[config.mk]
export PLATFORM = sky130hd
export DESIGN_NAME = fp_div_arbiter
export DESIGN_NICKNAME = d
export VERILOG_FILES = /design/src/rtl/fp_div_arbiter.sv
export SDC_FILE = /design/constraint.sdc
export NUM_CORES = 1
export LEC_CHECK = 0
export CORE_AREA = 2 2 196 198
export DETAILED_ROUTE_END_ITERATION = 8
export DIE_AREA = 0 0 198 200
export HOLD_SLACK_MARGIN = 0.03
export PLACE_DENSITY = 0.83
export RECOVER_POWER = 100
export SYNTH_ARGS = -nofsm -noshare
export SYNTH_HDL_FRONTEND = slang
export SYNTH_SLANG_ARGS = --single-unit
export TNS_END_PERCENT = 20
[constraint.sdc]
create_clock -name aclk -period 2.85 [get_ports aclk]
set_clock_uncertainty 0.05 [all_clocks]
set_input_delay 0.57 -clock aclk [delete_from_list [all_inputs] [get_ports aclk]]
set_output_delay 0.57 -clock aclk [all_outputs]
set_load 0.02 [all_outputs]
[src/rtl/fp_div_arbiter.sv]
// fp_div_arbiter: shares one pipelined fpDiv core between NUM_REQ requesters.
//   Round-robin issues at most one divide per cycle. Each issued op is tagged
//   with its requester id, and the core result is steered back to that
//   requester's response channel when the tag leaves the tag pipe.
// Ports:
//   aclk, aresetn            clock (rising edge), async active-low reset
//   req_valid/req_ready      per-requester request handshake (ready is combinational)
//   req_a/req_b              dividend/divisor, requester i at [32*i+:32]
//   rsp_valid/rsp_ready      per-requester response handshake
//   rsp_data                 quotient, requester i at [32*i+:32]
//   div_value1/div_value2    registered operands to the fpDiv core
//   div_result               quotient from the fpDiv core
module fp_div_arbiter #(
  parameter int unsigned NUM_REQ     = 4,
  parameter int unsigned DIV_LATENCY = 8,
  localparam int unsigned ID_W       = $clog2(NUM_REQ)
) (
  input  logic                  aclk,
  input  logic                  aresetn,
  input  logic [NUM_REQ-1:0]    req_valid,
  output logic [NUM_REQ-1:0]    req_ready,
  input  logic [NUM_REQ*32-1:0] req_a,
  input  logic [NUM_REQ*32-1:0] req_b,
  output logic [NUM_REQ-1:0]    rsp_valid,
  input  logic [NUM_REQ-1:0]    rsp_ready,
  output logic [NUM_REQ*32-1:0] rsp_data,
  output logic [31:0]           div_value1,
  output logic [31:0]           div_value2,
  input  logic [31:0]           div_result
);

  logic [NUM_REQ-1:0]              r_busy;
  logic [ID_W-1:0]                 r_rr_ptr;
  logic [NUM_REQ-1:0]              r_rsp_valid;
  logic [NUM_REQ*32-1:0]           r_rsp_data;
  logic [31:0]                     r_value1;
  logic [31:0]                     r_value2;
  // Stage 0 is written on the grant edge; the last stage lines up with div_result.
  logic [DIV_LATENCY:0]            r_tag_vld;
  logic [DIV_LATENCY:0][ID_W-1:0]  r_tag_id;

  logic [NUM_REQ-1:0] w_elig;
  logic               w_gnt_vld;
  logic [ID_W-1:0]    w_gnt_id;
  logic [ID_W-1:0]    w_idx;
  logic [ID_W-1:0]    w_next_ptr;
  logic [31:0]        w_a;
  logic [31:0]        w_b;
  logic               w_cap_vld;
  logic [ID_W-1:0]    w_cap_id;

  // Round-robin grant: scan downward so the candidate closest to r_rr_ptr wins.
  always_comb begin
    w_elig    = req_valid & ~r_busy;
    w_gnt_vld = 1'b0;
    w_gnt_id  = '0;
    w_idx     = '0;
    w_a       = '0;
    w_b       = '0;
    for (int k = int'(NUM_REQ) - 1; k >= 0; k--) begin
      w_idx = ID_W'((32'(r_rr_ptr) + 32'(k)) % NUM_REQ);
      if (w_elig[w_idx]) begin
        w_gnt_vld = 1'b1;
        w_gnt_id  = w_idx;
        w_a       = req_a[{w_idx, 5'd0} +: 32];
        w_b       = req_b[{w_idx, 5'd0} +: 32];
      end
    end
    req_ready  = w_gnt_vld ? (NUM_REQ'(1) << w_gnt_id) : '0;
    w_next_ptr = (w_gnt_id == ID_W'(NUM_REQ - 1)) ? '0 : w_gnt_id + ID_W'(1);
    w_cap_vld  = r_tag_vld[DIV_LATENCY];
    w_cap_id   = r_tag_id[DIV_LATENCY];
  end

  // Operand register, pointer advance and tag pipe.
  always_ff @(posedge aclk or negedge aresetn) begin
    if (!aresetn) begin
      r_value1  <= '0;
      r_value2  <= '0;
      r_rr_ptr  <= '0;
      r_tag_vld <= '0;
      r_tag_id  <= '0;
    end else begin
      r_tag_vld <= {r_tag_vld[DIV_LATENCY-1:0], w_gnt_vld};
      r_tag_id  <= {r_tag_id[DIV_LATENCY-1:0], w_gnt_id};
      if (w_gnt_vld) begin
        r_value1 <= w_a;
        r_value2 <= w_b;
        r_rr_ptr <= w_next_ptr;
      end
    end
  end

  // Per-requester busy flag and response holding register.
  always_ff @(posedge aclk or negedge aresetn) begin
    if (!aresetn) begin
      r_busy      <= '0;
      r_rsp_valid <= '0;
      r_rsp_data  <= '0;
    end else begin
      for (int j = 0; j < int'(NUM_REQ); j++) begin
        if (req_ready[j]) begin
          r_busy[j] <= 1'b1;
        end else if (r_rsp_valid[j] && rsp_ready[j]) begin
          r_busy[j] <= 1'b0;
        end
        if (w_cap_vld && (w_cap_id == ID_W'(j))) begin
          r_rsp_valid[j]       <= 1'b1;
          r_rsp_data[32*j +: 32] <= div_result;
        end else if (r_rsp_valid[j] && rsp_ready[j]) begin
          r_rsp_valid[j] <= 1'b0;
        end
      end
    end
  end

  assign rsp_valid  = r_rsp_valid;
  assign rsp_data   = r_rsp_data;
  assign div_value1 = r_value1;
  assign div_value2 = r_value2;

endmodule

==> Word level (Yosys, flattened, before mapping) <==
Cells that the tools add are included.
{ "totals": {"reg_bits": 229, "latchBits": 0, "mem_bits_rw": 0, "romBits": 0, "input_bits": 298, "output_inout_bits": 200, "n_memories": 0} }
{ "classes": {"n_addsub": 4, "multipliers": 0, "div": 0, "magnitude_cmp": 4, "n_eq_ne": 4, "shifts": 9, "muxes": 38, "bitwise_logic": 2, "n_reduce_logical": 17} }
{ "ops": {"columns": ["op", "count"], "rows": [
  ["$shiftx 128x8->32", 8],
  ["$mux 32", 8],
  ["$mux 1", 20],
  ["$reduce_bool 2->1", 8],
  ["$lt 2x3->1 const B", 4],
  ["$mux 2", 5],
  ["$bmux 1 s2", 4],
  ["$logic_and 1x1->1", 8],
  ["$eq 2x2->1 const B", 3],
  ["$add 2x1->2 const B", 2],
  ["$add 2x2->2 const B", 2],
  ["$and 4x4->4", 1],
  ["$mux 4", 1],
  ["$not 4->4", 1],
  ["$shl 1x2->4 const A", 1],
  ["$eq 2x1->1 const B", 1],
  ["$logic_not 2->1", 1]
]} }

==> Logic depth before layout (Yosys ltp) <==
{ "depth": {"ltp_word": 11, "mapped_depth": 10} }

==> Worst setup path after synthesis <==
Ideal clock, no wire load.
{ "synth_timing": {"kind": "register to output", "start": "register r_rr_ptr[1]", "end": "output req_ready[3]", "arrival_time_ps": 1787, "path_slack_ps": 443, "path_stages_with_launch": 10, "n_path_buf": 5, "path_cell_list": "dfrtp_1 buf_6 buf_2 buf_4 buf_4 buf_2 nor2_1 nor3_1 ha_1 and2_1"} }
{ "synth_between": {"elab_chain_cells": 9} }
{ "synth_rtl": {"columns": ["element", "line", "rtl"], "rows": [
  ["from (decl)", "33", "logic [ID_W-1:0] r_rr_ptr;"],
  ["from (signal assigned)", "89", "r_rr_ptr <= w_next_ptr;"],
  ["$add 2x2->2", "61", "w_idx = ID_W'((32'(r_rr_ptr) + 32'(k)) % NUM_REQ);"],
  ["$bmux 1 s2", "62", "if (w_elig[w_idx]) begin"],
  ["$mux 1 (not written as such)", "62", null],
  ["$mux 2 (4 in series)", "62", null],
  ["$shl 1x2->4", "69", "req_ready = w_gnt_vld ? (NUM_REQ'(1) << w_gnt_id) : '0;"],
  ["$mux 4 (*)", "69", null],
  ["to (decl)", "21", "output logic [NUM_REQ-1:0] req_ready,"]
]} }
Every way passes the cells marked *; elsewhere a longest branch is shown, timed or not. The select of a mux whose other input is x is not followed.

==> Worst setup path in the final report <==
{ "layout_timing": {"start": "input req_valid[0]", "end": "output req_ready[3]"} }
{ "layout_between": {"elab_chain_cells": 9} }
{ "layout_rtl": {"columns": ["element", "line", "rtl"], "rows": [
  ["from (decl)", "20", "input logic [NUM_REQ-1:0] req_valid,"],
  ["$and 4x4->4 (*)", "54", "w_elig = req_valid & ~r_busy;"],
  ["$bmux 1 s2", "62", null],
  ["$mux 1 (not written as such)", "62", null],
  ["$mux 2 (4 in series)", "62", null],
  ["$shl 1x2->4", "69", null],
  ["$mux 4 (*)", "69", null]
]} }
Marked as above.

==> impl_metrics.json <==
{
  "status": "completed",
  "synth_cell_type_count": 60,
  "hpwl_mm": 39.5,
  "arrival_ps": 2170,
  "io_pins": 498,
  "worst_slew_pin_slew_ps": 990,
  "synth_area_um2": 15700,
  "ys_seq_area_share_pct": 36.5,
  "syn_inst": 1446,
  "drt-total-wl_mm": 57.1,
  "r2r_start": "r_rr_ptr[1]$_DFFE_PN0P_",
  "io_buffer_count": 497,
  "start_util_pct": 42.0,
  "fp.coreArea_um2": 37400,
  "cts_buffer_depth": 3,
  "p_leak_nw": 8.64,
  "grt_use_total_pct": 27.3,
  "setup_viol": 0,
  "rsz0062_at_grt": "yes",
  "fin_cells": 2432,
  "h-tree-depth": 1,
  "cp-end-kind": "output port",
  "hold_path.class": "reg2reg",
  "cts_tree": "yes",
  "rows": 71,
  "cts_root_buffer": "clkbuf_16",
  "ant_nets": 0,
  "cts_made_buffers": 27,
  "drtPass1Iterations": 5,
  "overflow": 0,
  "start_kind": "primary input",
  "drt_iter0_drc": 1115,
  "drive_gt1_share_pct": 23.9,
  "ys.flop_type": "dfrtp_1",
  "dp_cells": 2373,
  "crit_start": "req_valid[0]",
  "power_mw": 27.8,
  "first_global_vias": 15419,
  "async_reset_ff_share_pct": 100,
  "synth_fp_nets": 1745,
  "relSlewSlack_pct": 33.9,
  "syn2layout_area_growth_pct": 41.9,
  "fin_crit_sh_pct": 98.0,
  "antenna_found_initial": 6,
  "cp.required_ps": 2230,
  "rr_worst_depth": 10,
  "nNetsFinal": 2198,
  "fill_cells": 2966,
  "grt_pass1_wl_mm": 85.1,
  "die_x_um": 198,
  "rr_endpoint": "div_value2[12]$_DFFE_PN0P_",
  "hp-start": "r_tag_vld[2]$_DFF_PN0_",
  "synth-edff-count": 0,
  "powerDensity_nw_per_um2": 1250,
  "clock.fmax_ghz": 0.358,
  "path_clk_slew_ps": 60,
  "yosysWarnings": 0,
  "ys_seq_elements": 229,
  "wl_per_cell_um": 23.5,
  "hold_path_depth": 0,
  "fin_crit_ps": 2790,
  "insertion_delay_ps": 560,
  "die_area_um2": 39600,
  "route.detailed.drc": 0,
  "drv_cap": 0,
  "ff2ff_setup_slack_ps": 130,
  "gp_congestion": 0.883,
  "syn_area_per_cell_um2": 10.9,
  "cts_sinks": 229,
  "holdPathEnd": "r_tag_vld[3]$_DFF_PN0_",
  "critPathKind": "in2out",
  "via_per_inst": 6.22,
  "vdd_ir_drop_max_mv": 0.650,
  "grt_max_degree": 137,
  "maxSlewViolCount": 0,
  "cp_max_fo": 3,
  "die_y_um": 200,
  "vias": 15121,
  "hold_viol_final": 0
}
==> cell type report <==
class	count	area, um^2	share of cell area, %
clock buffer	35	726	3.26
antenna	5	12.5	0.0562
sequential	229	5740	25.8
clock inverter	11	165	0.742
inverter	7	28.8	0.129
timing repair buffer	569	5810	26.1
multi-input combinational	1065	9140	41.1
tap	511	639	2.87
==> worst max-delay path by stage <==
stage                                             to  cells past startpoint  slack (ps)
final                                   req_ready[3]                      8          60
after global routing                    req_ready[3]                      8         -30
after CTS                               req_ready[3]                      7        -150
after detailed placement  div_value1[15]$_DFFE_PN0P_                      8        -140
after global placement                  req_ready[1]                      5        -140
after floorplan                         req_ready[3]                      9         440
==> cell usage after synthesis (all sizes together) (7+ instances only) <==
| cell | count | share of area, % |
|---|---|---|
| mux2 | 235 | 17 |
| dfrtp | 229 | 37 |
| o21ai | 113 | 3.6 |
| nor2 | 109 | 2.6 |
| buf | 99 | 4.3 |
| mux2i | 88 | 5.6 |
| o22ai | 85 | 3.4 |
| a21oi | 54 | 1.9 |
| nor3 | 48 | 1.6 |
| clkbuf | 46 | 1.1 |
| a22o | 42 | 2.3 |
| a221oi | 41 | 3.9 |
| mux4 | 41 | 5.9 |
| a221o | 40 | 2.6 |
| nand2 | 38 | 0.91 |
| a211oi | 22 | 1.1 |
| o21a | 21 | 1.0 |
| o32ai | 21 | 1.2 |
| inv | 7 | 0.17 |
==> logic make-up (layout without fill, tap and decap cells) <==
kind of cell	Yosys count	after routing	share of synthesized area, %
AOI/OAI and AO/OA	468	468	22.6
adders and majority gates	1	1	0.0797
buffers and inverters	152	622	5.59
DFF	229	229	36.5
muxes	364	364	28.4
other	0	5	0
and+or+nand+nor	232	232	6.90
==> power breakdown <==
part	total [mW]	internal [mW]	switching [mW]
clock	3.54	2.08	1.46
combinational	18.2	8.69	9.49
sequential	6.08	5.01	1.08
==> layer usage <==
layer	routed length [um]	vias up	global-route usage, %
met5	33	-	0
met4	2610	4	13.2
met3	5400	190	6.37
met2	27700	891	47.0
met1	21400	7455	32.3
li1	-	6581	-
==> worst max-delay path, cell delays in order <==
cell and delay (ps):
clkdlybuf4s50_1 520, nor2b_1 210, nand2_1 110, a21oi_2 210
nor3_2 70, ha_1 190, and2_4 140, buf_6 140
==> layout by cell type (no fill, tap or decap), types with 46 or more instances in the layout <==
cell | netlist | routed
clkdlybuf4s50_1 | 0 | 492
mux2_2 | 235 | 235
dfrtp_1 | 229 | 226
nor2_1 | 109 | 108
mux2i_1 | 88 | 88
o22ai_1 | 85 | 85
o21ai_0 | 57 | 57
o21ai_1 | 56 | 56
a21oi_1 | 52 | 51
nor3_1 | 47 | 46
==> through the flow <==
step           area [um^2]  util, %  hold WS [ps]  setup slack [ps]  setup TNS, ps
5_1_grt              22300     59.5           291             -32.8          -43.0
2_1_floorplan        15700        -           224               443              0
4_1_cts              22200     59.3           290              -149           -149
3_3_place_gp         21300     56.9           282              -144          -1300
6_report             22300     59.5           289              57.6              0
3_5_place_dp         21300     56.9           285              -136          -3620
==> flip-flops by register name, summed over array words and instances, names as in the netlist <==
| name | cells |
|---|---|
| r_rr_ptr | 2 |
| rsp_data | 128 |
| rsp_valid | 4 |
| w_cap_id | 2 |
| r_busy | 4 |
| r_tag_id | 16 |
| div_value2 | 32 |
| r_tag_vld | 9 |
| div_value1 | 32 |
==> timing repair <==
action                                  CTS  global route
gates resized for setup                   4             7
cloned                                    0             1
endpoints found under the hold margin    72             0
setup buffers                             0             6
pin swaps                                 0             1
endpoints found under the setup margin    4             2
hold buffers                              1             0
(Power assumes the default switching activity.)
